--- src/rtl/snn_interfaces_pkg.sv ---
// Shared SNN datapath types and scheduler defaults.
// An output_vector_t is one spike event as handed to the convolution engine.
package snn_interfaces_pkg;

    localparam int TS_W  = 8;
    localparam int XY_W  = 6;
    localparam int SPK_W = 2;

    typedef struct packed {
        logic [TS_W-1:0]  timestep;
        logic [XY_W-1:0]  x;
        logic [XY_W-1:0]  y;
        logic [SPK_W-1:0] spikes;
    } output_vector_t;

    localparam int SCHED_DEFAULT_DEPTH   = 8;
    localparam int SCHED_DEFAULT_TIMEOUT = 255;

    function automatic logic has_spikes(input output_vector_t ev);
        return |ev.spikes;
    endfunction

endpackage

--- src/rtl/event_fifo.sv ---
// Synchronous show-ahead FIFO of output_vector_t; dout is the head entry while !empty.
// Push and pop in the same cycle are both honoured, even when full.
module event_fifo
    import snn_interfaces_pkg::*;
#(
    parameter int DEPTH = SCHED_DEFAULT_DEPTH
) (
    input  logic                     clk,
    input  logic                     rst,
    input  logic                     push,
    input  output_vector_t           din,
    input  logic                     pop,
    output output_vector_t           dout,
    output logic                     full,
    output logic                     empty,
    output logic [$clog2(DEPTH):0]   count
);

    localparam int AW = $clog2(DEPTH);
    localparam logic [AW:0] FULL_CNT = (AW+1)'(DEPTH);

    output_vector_t mem [DEPTH];
    logic [AW-1:0]  wr_ptr;
    logic [AW-1:0]  rd_ptr;
    logic           do_push;
    logic           do_pop;

    assign empty   = (count == '0);
    assign full    = (count == FULL_CNT);
    assign do_pop  = pop && !empty;
    assign do_push = push && (!full || do_pop);
    assign dout    = mem[rd_ptr];

    always_ff @(posedge clk) begin
        if (do_push) begin
            mem[wr_ptr] <= din;
        end
    end

    always_ff @(posedge clk or posedge rst) begin
        if (rst) begin
            wr_ptr <= '0;
            rd_ptr <= '0;
            count  <= '0;
        end else begin
            if (do_push) begin
                wr_ptr <= wr_ptr + AW'(1);
            end
            if (do_pop) begin
                rd_ptr <= rd_ptr + AW'(1);
            end
            case ({do_push, do_pop})
                2'b10:   count <= count + (AW+1)'(1);
                2'b01:   count <= count - (AW+1)'(1);
                default: count <= count;
            endcase
        end
    end

endmodule

--- src/rtl/conv_event_scheduler.sv ---
// Round-robin merge of N_SRC event requesters into a queue feeding Convolution2d,
// issuing one event at a time with a valid/ack handshake and an ack watchdog.
module conv_event_scheduler
    import snn_interfaces_pkg::*;
#(
    parameter int N_SRC       = 4,
    parameter int FIFO_DEPTH  = SCHED_DEFAULT_DEPTH,
    parameter int ACK_TIMEOUT = SCHED_DEFAULT_TIMEOUT
) (
    input  logic                              clk,
    input  logic                              rst,
    input  logic [N_SRC-1:0]                  src_valid,
    input  output_vector_t [N_SRC-1:0]        src_event,
    output logic [N_SRC-1:0]                  src_ready,
    output output_vector_t                    conv_event,
    output logic                              conv_valid,
    input  logic                              conv_ack,
    output logic [$clog2(FIFO_DEPTH):0]       fifo_count,
    output logic                              busy,
    output logic                              err_timeout,
    input  logic                              clear_err
);

    localparam int PW = (N_SRC > 1) ? $clog2(N_SRC) : 1;
    localparam int TW = $clog2(ACK_TIMEOUT + 1);
    localparam logic [PW-1:0] LAST_SRC  = PW'(N_SRC - 1);
    localparam logic [TW-1:0] TCNT_LAST = TW'(ACK_TIMEOUT - 1);

    typedef enum logic [1:0] {IDLE, ISSUE, GAP} state_t;

    state_t          state;
    logic [PW-1:0]   rr_ptr;
    logic [PW-1:0]   gnt_idx;
    logic [N_SRC-1:0] gnt;
    logic            gnt_any;
    logic            accept;
    output_vector_t  sel_event;
    logic            fifo_push;
    logic            fifo_pop;
    logic            fifo_full;
    logic            fifo_empty;
    output_vector_t  fifo_dout;
    logic [TW-1:0]   tcnt;
    logic            timeout_fire;

    // Search starts at rr_ptr and wraps; the first valid requester wins.
    always_comb begin
        gnt     = '0;
        gnt_idx = '0;
        gnt_any = 1'b0;
        for (int k = 0; k < N_SRC; k++) begin
            if (!gnt_any && src_valid[(int'(rr_ptr) + k) % N_SRC]) begin
                gnt[(int'(rr_ptr) + k) % N_SRC] = 1'b1;
                gnt_idx = PW'((int'(rr_ptr) + k) % N_SRC);
                gnt_any = 1'b1;
            end
        end
    end

    assign src_ready = fifo_full ? '0 : gnt;
    assign accept    = gnt_any && !fifo_full;
    assign sel_event = src_event[gnt_idx];
    // Zero-spike events complete the handshake but never occupy the queue.
    assign fifo_push = accept && has_spikes(sel_event);
    assign fifo_pop  = (state == IDLE) && !fifo_empty;

    always_ff @(posedge clk or posedge rst) begin
        if (rst) begin
            rr_ptr <= '0;
        end else if (accept) begin
            rr_ptr <= (gnt_idx == LAST_SRC) ? '0 : gnt_idx + PW'(1);
        end
    end

    event_fifo #(.DEPTH(FIFO_DEPTH)) u_fifo (
        .clk   (clk),
        .rst   (rst),
        .push  (fifo_push),
        .din   (sel_event),
        .pop   (fifo_pop),
        .dout  (fifo_dout),
        .full  (fifo_full),
        .empty (fifo_empty),
        .count (fifo_count)
    );

    assign timeout_fire = (state == ISSUE) && !conv_ack && (tcnt == TCNT_LAST);
    assign busy         = !fifo_empty || (state != IDLE);

    always_ff @(posedge clk or posedge rst) begin
        if (rst) begin
            state       <= IDLE;
            conv_valid  <= 1'b0;
            conv_event  <= '0;
            tcnt        <= '0;
            err_timeout <= 1'b0;
        end else begin
            case (state)
                IDLE: begin
                    if (!fifo_empty) begin
                        conv_event <= fifo_dout;
                        conv_valid <= 1'b1;
                        tcnt       <= '0;
                        state      <= ISSUE;
                    end
                end
                ISSUE: begin
                    if (conv_ack || timeout_fire) begin
                        conv_valid <= 1'b0;
                        tcnt       <= '0;
                        state      <= GAP;
                    end else begin
                        tcnt <= tcnt + TW'(1);
                    end
                end
                GAP:     state <= IDLE;
                default: state <= IDLE;
            endcase

            // A clear in the same cycle as a timeout wins.
            if (clear_err) begin
                err_timeout <= 1'b0;
            end else if (timeout_fire) begin
                err_timeout <= 1'b1;
            end
        end
    end

endmodule

--- config.mk ---
export PLATFORM = sky130hd
export DESIGN_NAME = conv_event_scheduler
export DESIGN_NICKNAME = d
export VERILOG_FILES = /design/src/rtl/snn_interfaces_pkg.sv /design/src/rtl/event_fifo.sv /design/src/rtl/conv_event_scheduler.sv
export SDC_FILE = /design/constraint.sdc
export NUM_CORES = 1
export LEC_CHECK = 0
export BUFFER_PORTS_ARGS = -buffer_cell sky130_fd_sc_hd__clkbuf_2
export CAP_MARGIN = 20
export CORE_MARGIN = 2
export CORE_UTILIZATION = 60
export CTS_BUF_LIST = sky130_fd_sc_hd__clkbuf_8
export DETAILED_ROUTE_END_ITERATION = 12
export PLACE_DENSITY = 0.88
export SETUP_SLACK_MARGIN = 0.4
export SLEW_MARGIN = 25
export SYNTH_ARGS = -nofsm -noshare
export SYNTH_HDL_FRONTEND = slang
export SYNTH_HIERARCHICAL = 1
export SYNTH_SLANG_ARGS = --single-unit
export TNS_END_PERCENT = 30
--- constraint.sdc ---
create_clock -name clk -period 5.8 [get_ports clk]
set_clock_uncertainty 0.1 [all_clocks]
set_input_delay 1.16 -clock clk [delete_from_list [all_inputs] [get_ports clk]]
set_output_delay 1.16 -clock clk [all_outputs]
set_load 0.02 [all_outputs]
## Word-level counts from Yosys, hierarchy flattened

Memory sizes are Yosys's and may differ from the RTL's. A register that Yosys moved wholly into a read port is not among the register bits.
Cells that the tools add are included.

- Flip-flop bits (word level): 24
- Bits in writable memories: 176
- Word-level logic and storage cells: 128
- Memories kept: 1

- $add $sub $neg: 9
- Magnitude comparators: 9
- Eq/ne operators: 8
- Multiplexer cells: 49
- Bitwise logic cells: 7
- Reduce and logical (&&, ||, !) cells: 37

Memory list:

| name | depth | bits a word | read ports | clocked after Yosys merged registers in | wr ports | RTL line | text |
|---|---|---|---|---|---|---|---|
| u_fifo.mem | 8 | 22 | 1 | 1 | 1 | event_fifo.sv:22 | `output_vector_t mem [DEPTH];` |

Operators by type and width:

| cell | count |
|---|---|
| $bmux W22 S2 | 1 |
| $mux W22 | 1 |
| $mux W1 | 21 |
| $mux W4 | 5 |
| $mux W8 | 2 |
| $pmux W8 S2 | 1 |
| $logic_and A1 B1 Y1 | 14 |
| $mux W2 | 7 |
| $lt A3 B4 Y1 const B | 3 |
| $or A4 B4 Y4 | 3 |
| $ge A3 B1 Y1 const B | 3 |
| $add A8 B1 Y8 const B | 1 |
| $bmux W1 S2 | 4 |
| $demux W1 S2 | 4 |
| $eq A8 B8 Y1 const B | 1 |
| $pmux W4 S2 | 1 |
| $reduce_bool A2 Y1 | 4 |
| $reduce_or A2 Y1 | 4 |
| $add A3 B1 Y3 const B | 2 |
| $logic_not A1 Y1 | 6 |
| $lt A2 B3 Y1 const B | 2 |
| $reduce_and A2 Y1 | 3 |
| $add A2 B1 Y2 const B | 2 |
| $add A2 B2 Y2 const B | 2 |
| 16 further kinds | 22 |

## Logic depth before layout (Yosys ltp)

Gate-level depths: netlist (run 1).

- Word-level depth: 21
- Gate-level depth with buffers: 19
- Depth with buffers taken out: 15

## Modules after synthesis

The synthesis (run 1) kept the hierarchy.

By module, submodules not included:

| module | times used | cells each | area an instance (sq um) |
|---|---|---|---|
| event_fifo | 1 | 326 | 7452.1 |
| conv_event_scheduler | 1 | 263 | 2782.7 |

## Worst setup path after synthesis (run 1)

No wires, ideal clock.

- Path type: input -> register
- Start point: input port src_valid[2]
- End point: memory u_fifo/mem[0][0] (netlist name) (enable)
- Setup time: 429 ps
- Arrival time: 4721 ps
- Setup slack: 550 ps
- Cell stages on the path: 12
- Path buffers: 4
- Cells stage by stage: buf_2 -> mux4_2 -> o21ai_2 -> and2_4 -> buf_12 -> buf_8 -> o311ai_1 -> a21boi_1 -> buf_2 -> o21a_1 -> nand2b_1 -> nor3_1

- Longest elaborated chain between the ends: 19
- Elaborated cells between the ends (all ways): 33
- Classes of those cells: mux (23); reduce/logical (10)

RTL lines:

| item | RTL line | text |
|---|---|---|
| start, declared | conv_event_scheduler.sv:12 | `input logic [N_SRC-1:0] src_valid,` |
| $bmux W1 S2 | conv_event_scheduler.sv:52 | `if (!gnt_any && src_valid[(int'(rr_ptr) + k) % N_SRC]) begin` |
| $mux W1 (implied by the code) | conv_event_scheduler.sv:52 |  |
| $mux W1 | conv_event_scheduler.sv:52 |  |
| $logic_not A1 Y1 | conv_event_scheduler.sv:52 |  |
| $logic_and A1 B1 Y1 | conv_event_scheduler.sv:52 |  |
| $mux W1 | conv_event_scheduler.sv:52 |  |
| $logic_not A1 Y1 | conv_event_scheduler.sv:52 |  |
| $logic_and A1 B1 Y1 | conv_event_scheduler.sv:52 |  |
| [4 not listed] | -- |  |
| $bmux W22 S2 | conv_event_scheduler.sv:62 | `assign sel_event = src_event[gnt_idx];` |
| $mux W22 (implied by the code) | conv_event_scheduler.sv:62 |  |
| $reduce_or A2 Y1 | snn_interfaces_pkg.sv:20 | `return \|ev.spikes;` |
| $logic_and A1 B1 Y1 * | conv_event_scheduler.sv:64 | `assign fifo_push = accept && has_spikes(sel_event);` |
| net fifo_push | conv_event_scheduler.sv:38 | `logic fifo_push;` |
| $logic_and A1 B1 Y1 * | event_fifo.sv:31 | `assign do_push = push && (!full \|\| do_pop);` |
| $mux W1 * | event_fifo.sv:35 | `if (do_push) begin` |
| $mux W1 (implied by the code) * | event_fifo.sv:36 | `mem[wr_ptr] <= din;` |
| end, declared | event_fifo.sv:22 |  |

Mark *: on every way through the listed nets, which the timed path passes. The rest lies on a longest branch. The select of a mux whose other input is x is not followed.

## Worst setup path after layout (run 1)

- Start point: register rr_ptr[0]
- End point: memory u_fifo/mem[2][12] (netlist name) (enable)

- Longest elaborated chain between the ends: 19
- Elaborated cells between the ends (all ways): 36
- Classes of those cells: add/sub (3); mux (23); reduce/logical (10)

RTL lines:

| item | RTL line | text |
|---|---|---|
| start, declared | conv_event_scheduler.sv:32 | `logic [PW-1:0] rr_ptr;` |
| start signal, assigned | conv_event_scheduler.sv:71 | `rr_ptr <= (gnt_idx == LAST_SRC) ? '0 : gnt_idx + PW'(1);` |
| $add A2 B1 Y2 or $bmux W1 S2 (tied branches) | conv_event_scheduler.sv:52, conv_event_scheduler.sv:54 |  |
| $bmux W1 S2 or $mux W1 (tied branches) | conv_event_scheduler.sv:52 |  |
| $mux W1 (implied by the code) | conv_event_scheduler.sv:52 |  |
| $mux W1 (implied by the code) or $logic_not A1 Y1 (tied branches) | conv_event_scheduler.sv:52 |  |
| $logic_and A1 B1 Y1 | conv_event_scheduler.sv:52 |  |
| $mux W1 | conv_event_scheduler.sv:52 |  |
| $logic_not A1 Y1 | conv_event_scheduler.sv:52 |  |
| $logic_and A1 B1 Y1 | conv_event_scheduler.sv:52 |  |
| [4 not listed] | -- |  |
| $bmux W22 S2 | conv_event_scheduler.sv:62 |  |
| $mux W22 (implied by the code) | conv_event_scheduler.sv:62 |  |
| $reduce_or A2 Y1 | snn_interfaces_pkg.sv:20 |  |
| $logic_and A1 B1 Y1 * | conv_event_scheduler.sv:64 |  |
| net fifo_push | conv_event_scheduler.sv:38 |  |
| $logic_and A1 B1 Y1 * | event_fifo.sv:31 |  |
| $mux W1 * | event_fifo.sv:35 |  |
| $mux W1 (implied by the code) * | event_fifo.sv:36 |  |

Marks and branches as above.

==> results of run 1 <==
==> logic make-up (layout without fill, tap and decap cells) <==
family / after synthesis / after routing / share of synthesized area
AOI/OAI and AO/OA: 48 / 48 / 0.0328
xor gates and xnor gates: 9 / 9 / 0.00770
adders and majority gates: 14 / 14 / 0.0178
buffers and inverters: 41 / 222 / 0.0304
DFF: 222 / 222 / 0.629
muxes: 164 / 164 / 0.240
and+or+nand+nor: 91 / 91 / 0.0425
==> worst max-delay path, cell delays in order, from the launching register on <==
cell	delay, ns
dfrtp_1	0.72
inv_1	0.25
ha_1	0.51
mux4_2	0.46
a222oi_1	0.45
or2_2	0.45
o311ai_1	0.15
a21boi_1	0.15
buf_4	0.20
o21a_1	0.21
nand2b_1	0.22
nor2_2	0.54
buf_4	0.33
==> where the power goes <==
part / internal, mW / switching (mW) / total (mW)
combinational: 1.40 / 1.83 / 3.24
sequential: 2.66 / 0.354 / 3.01
clock: 0.611 / 0.595 / 1.21
total: 4.67 / 2.78 / 7.46
==> per-layer routing <==
layer / track usage / part of all wire / wire length, um / vias to the layer above
li1: - / - / - / 2661
met1: 0.327 / 0.41 / 8850 / 3019
met2: 0.418 / 0.51 / 11100 / 317
met3: 0.0439 / 0.067 / 1460 / 28
met4: 0.0713 / 0.015 / 317 / 0
met5: 0 / 0 / 0 / -
==> worst min path at each step <==
stage	endpoint	slack [ns]
floorplan	u_fifo/wr_ptr[0]$_DFFE_PP0P_	0.39
global placement	conv_valid$_DFFE_PP0P_	0.38
global route	err_timeout$_DFFE_PP0P_	0.43
finish	err_timeout$_DFFE_PP0P_	0.40
detailed placement	err_timeout$_DFFE_PP0P_	0.39
CTS	err_timeout$_DFFE_PP0P_	0.41
==> flip-flops by register name, summed over array words and instances (netlist names) <==
signal / cells
conv_event: 22
conv_valid: 1
u_fifo/rd_ptr: 3
u_fifo/count: 4
u_fifo/mem: 176
u_fifo/wr_ptr: 3
err_timeout: 1
rr_ptr: 2
state: 2
tcnt: 8
==> Yosys cell counts (2+ instances only) <==
cell,instances
edfxtp_1,176
mux2i_1,69
dfrtp_1,46
mux2_2,46
mux4_1,43
nor2_1,32
nand2_1,21
o21ai_0,15
ha_1,13
inv_1,13
nand2b_1,8
a21oi_1,7
buf_6,7
nand3_1,7
xnor2_1,7
buf_1,6
nor3_1,6
a221oi_1,4
a22oi_1,4
buf_12,4
buf_2,4
mux4_2,4
nor2b_1,4
or3_1,4
buf_8,3
clkbuf_1,3
o31ai_1,3
a21o_1,2
nand3b_1,2
o21ai_2,2
o311ai_1,2
or2_2,2
xor2_1,2
==> stage by stage <==
stage	std cells	setup WS (ns)
final	990	0.741
after CTS	990	0.810
after floorplan	589	0.550
after global routing	990	0.370
after global placement	925	0.932
after detailed placement	925	0.783
==> cell type report <==
cell class / count / area [sq um] / share of cell area
Multi-Input combinational cell: 326 / 3520 / 0.301
Tap cell: 220 / 275 / 0.0235
Sequential cell: 222 / 6440 / 0.551
Clock buffer: 38 / 523 / 0.0447
Clock inverter: 27 / 121 / 0.0104
Timing Repair Buffer: 144 / 761 / 0.0651
Inverter: 13 / 48.8 / 0.00417
==> flow_summary.json, run 1 <==
{
  "grt_pass1_wl_mm": 33.7,
  "timing.rr.start": "rr_ptr[0]$_DFFE_PP0P_",
  "final_util": 0.703,
  "htreeDepth": 2,
  "port_buffers": 128,
  "grt.total_usage": 0.245,
  "ys_types": 51,
  "diodes": 0,
  "period_needed_ns": 5.06,
  "synth-seq-cells": 222,
  "power_mw": 7.46,
  "synthToLayoutAreaGrowth_pct": 14.2,
  "min_path_cells": 2,
  "dieArea_sq_mm": 0.0181,
  "tns_ns": 0,
  "endpoint_kind": "register",
  "p_per_area_mw_per_mm2": 638,
  "power.leakage_nw": 4.66,
  "clock_latency_ns": 0.51,
  "drc": 0,
  "cts_setup_buffers": 0,
  "syn_nets": 699,
  "rsz0062_at_grt": "true",
  "cts_resized": 0,
  "post-dp-hpwl_mm": 14.1,
  "die_h_um": 135,
  "ir_drop_uv": 689,
  "worstPathArrival_ns": 5.16,
  "crit_fanout": 17,
  "antenna_found_initial": 0,
  "core_sq_mm": 0.0166,
  "drt_wl_total_mm": 21.7,
  "cts_sinks": 222,
  "layout_common_cells": "edfxtp_1 (176), clkbuf_2 (128), mux2i_1 (69)",
  "status": "finished clean",
  "final_net_count": 853,
  "synthFlopType": "edfxtp_1",
  "timing.rr.end": "u_fifo/mem[2][12]$_DFFE_PP_",
  "grt_pass1_vias": 6211,
  "maxCapViolCount": 0,
  "synthTopCellsByArea": "edfxtp_1 (52%), dfrtp_1 (11%), mux4_1 (11%)",
  "row_count": 47,
  "via_count": 6025,
  "worstSetupPathType": "reg -> reg",
  "rrSetupSlack_ns": 0.74,
  "async_flop_share": 0.207,
  "seq_area_frac_synth": 0.629,
  "clockRootBuffer": "clkbuf_8",
  "overflow": 0,
  "drive_gt1_frac": 0.344,
  "hold_viol": 0,
  "io_pins": 129,
  "period_share": 0.872,
  "tritoncts": "done",
  "synthCells": 589,
  "fin_hold_ws_ns": 0.396,
  "final_common_cell": "edfxtp_1",
  "drv_slew": 0,
  "ys_warn_count": 6,
  "dr.pass1.iters": 5,
  "via_per_inst": 6.09,
  "grt_start_max_net_pins": 47,
  "synth_top_cell_by_area": "edfxtp_1",
  "worstMarginPinSlew_ns": 0.966,
  "start_util": 0.615,
  "clock.fmax_mhz": 198,
  "hold_class": "reg -> reg",
  "syn_avg_cell_area_sq_um": 17.4,
  "synth_edf_count": 176,
  "syn-cell-area_sq_mm": 0.0102,
  "dieWidth_um": 135,
  "fin_area_sq_mm": 0.0117,
  "holdBufCountCts": 0,
  "synth_top_area_frac": 0.516,
  "dpl-instance-area_sq_mm": 0.0110,
  "num-fill-cells": 985,
  "wl_per_cell_um": 21.9,
  "drt_iter0_drc": 429,
  "critPathLaunch": "rr_ptr[0]$_DFFE_PP0P_",
  "finalWeightedCongestion": 0.851,
  "ant_nets": 0,
  "worst-r2r-cell-count": 12,
  "endpoint": "u_fifo/mem[2][12]$_DFFE_PP_",
  "cts-buffers-inserted": 36,
  "setup_violations": 0,
  "cp.required_ns": 5.90,
  "clockBufferDepth": 3,
  "clk_pin_slew_ns": 0.06,
  "slew_headroom": 0.356,
  "start_kind": "register",
  "min-delay-start": "err_timeout$_DFFE_PP0P_"
}
Note: power is estimated with default switching activity, not from simulation.
==> run 2, diff against run 1 <==
--- a/config.mk
+++ b/config.mk
@@ -7,8 +7,10 @@
 export LEC_CHECK = 0
 export BUFFER_PORTS_ARGS = -buffer_cell sky130_fd_sc_hd__clkbuf_2
 export CAP_MARGIN = 20
+export CELL_PAD_IN_SITES_DETAIL_PLACEMENT = 0
+export CELL_PAD_IN_SITES_GLOBAL_PLACEMENT = 1
 export CORE_MARGIN = 2
-export CORE_UTILIZATION = 60
+export CORE_UTILIZATION = 51
 export CTS_BUF_LIST = sky130_fd_sc_hd__clkbuf_8
 export DETAILED_ROUTE_END_ITERATION = 12
 export PLACE_DENSITY = 0.88
==> flow_summary.json, run 2 (same netlist as run 1, synthesis figures left out) <==
{
  "power_frac_comb": 0.428,
  "cts_sinks": 222,
  "dpl-instance-area_sq_mm": 0.0111,
  "num-fill-cells": 1480,
  "clock_latency_ns": 0.52,
  "period_needed_ns": 4.98,
  "rrSetupSlack_ns": 0.82,
  "finalWeightedCongestion": 0.879,
  "fin_hold_ws_ns": 0.407,
  "htreeDepth": 2,
  "busiest_layer": "met2",
  "worstSetupPathType": "reg -> reg",
  "hold_viol": 0,
  "drt_iter0_drc": 396,
  "grt.total_usage": 0.191,
  "cp_slowest_cell": "dfrtp_1",
  "endpoint_kind": "register",
  "antenna_found_initial": 0,
  "fin_area_sq_mm": 0.0118,
  "tritoncts": "done",
  "p_switching_mw": 2.66,
  "worstMarginPinSlew_ns": 0.934,
  "setup_violations": 0,
  "final_common_cell": "edfxtp_1",
  "reg.largest.list": "u_fifo/mem (176), conv_event (22), tcnt (8)",
  "clock.fmax_mhz": 201,
  "cts_resized": 0,
  "dr.pass1.iters": 5,
  "drv_slew": 0,
  "grt_pass1_wl_mm": 31.6,
  "cp_common_cell": "buf_4",
  "drc": 0,
  "power_frac_clock": 0.171,
  "via_count": 5737,
  "grt_use_met1": 0.251,
  "core_sq_mm": 0.0196,
  "crit_fanout": 17,
  "clk_pin_slew_ns": 0.06,
  "holdBufCountCts": 0,
  "maxCapViolCount": 0,
  "p_sw_frac": 0.359,
  "p_per_area_mw_per_mm2": 629,
  "overflow": 0,
  "diodes": 0,
  "slew_headroom": 0.378,
  "start_kind": "register",
  "status": "finished clean",
  "drive_gt1_frac": 0.340,
  "synthToLayoutAreaGrowth_pct": 15.0,
  "rsz0062_at_grt": "false",
  "ir_drop_uv": 394,
  "worstPathArrival_ns": 5.06,
  "largest_reg_flops": 176,
  "dieArea_sq_mm": 0.0212,
  "via_per_inst": 5.55,
  "crit_chain": "inv_1, ha_1, mux4_2, a222oi_1, or2_2, o311ai_1, a21boi_1, buf_4, o21a_1, nand2b_1, nor2_2, buf_4",
  "power_mw": 7.41,
  "clockRootBuffer": "clkbuf_8",
  "grt_pass1_vias": 5903,
  "grt_start_max_net_pins": 47,
  "cp.required_ns": 5.88,
  "row_count": 51,
  "post-dp-hpwl_mm": 13.3,
  "cts_setup_buffers": 0,
  "pwr-share-seq": 0.401,
  "wl_per_cell_um": 19.4,
  "die_h_um": 146,
  "grtUsageMet3": 0.0320,
  "clockBufferDepth": 3,
  "port_buffers": 128,
  "io_pins": 129,
  "cts-buffers-inserted": 36,
  "layout_common_cells": "edfxtp_1 (176), clkbuf_2 (128), mux2i_1 (69)",
  "drt_wl_total_mm": 20.0,
  "start_util": 0.522,
  "met2_usage": 0.330,
  "tns_ns": 0,
  "period_share": 0.859,
  "max_stage_delay_ns": 0.72,
  "hold_class": "reg -> reg",
  "dieWidth_um": 146,
  "final_net_count": 850,
  "largest-register": "u_fifo/mem",
  "p_int_mw": 4.75,
  "ant_nets": 0,
  "power.leakage_nw": 4.66
}
-- run 2: changes by cell type in the layout (fill, tap and decap cells not counted) --
cell and delta:
clkinv_2 -5, buf_4 -3, bufinv_16 +2, clkinv_1 +2, clkinvlp_4 +1, inv_2 +1
nor2_2 +1, nor2_4 -1
-- run 2: metrics by stage --
step	setup slack [ns]	utilization	std cells
after floorplan	0.550	-	589
after global placement	0.982	0.565	967
after detailed placement	0.860	0.565	967
after CTS	0.915	0.601	1033
after global routing	0.491	0.601	1033
final	0.816	0.601	1033
-- run 2: path summary, 6_finish.rpt --
kind	startpoint	endpoint	cells after the start
min in group asynchronous	rst	u_fifo/rd_ptr[2]$_DFFE_PP0N_	2
max in group asynchronous	rst	conv_event[21]$_DFFE_PP0P_	2
max	rr_ptr[0]$_DFFE_PP0P_	u_fifo/mem[4][20]$_DFFE_PP_	12
min	conv_event[11]$_DFFE_PP0P_	conv_event[11]$_DFFE_PP0P_	1
min reg2reg	conv_event[11]$_DFFE_PP0P_	conv_event[11]$_DFFE_PP0P_	1
max reg2reg	rr_ptr[0]$_DFFE_PP0P_	u_fifo/mem[4][20]$_DFFE_PP_	12
-- run 2: critical path, delay by kind of cell, from the launching register on --
family,cells,cell delay [ns]
adder cells (fa/ha/maj),1,0.48
multiplexers,1,0.44
buffers and inverters,3,0.81
AO/OA/AOI/OAI,4,1.01
flip-flops,1,0.72
AND/OR/NAND/NOR,3,1.06
-- run 2: area by class of cell --
cell class	count	area [sq um]	area share
multi-input cells	326	3520	0.299
repair buffers	141	738	0.0627
flip-flops and latches	222	6440	0.547
clock buffers	38	523	0.0444
inverters	13	48.8	0.00414
clock inverters	28	175	0.0149
well taps	265	332	0.0282
-- run 2: power by group through the flow --
stage / clock network [mW] / registers (mW) / logic (mW)
after CTS: 1.30 / 2.98 / 3.20
after global routing: 1.37 / 3.03 / 3.44
after global placement: 0 / 2.96 / 3.06
after detailed placement: 0 / 3.00 / 3.19
after floorplan: 0 / 2.94 / 2.50
final: 1.27 / 2.97 / 3.17
-- run 2: routing by layer --
layer	routed length, um	share of wire
met3	1040	0.052
met5	0	0
met1	8460	0.42
met2	10300	0.51
met4	268	0.013
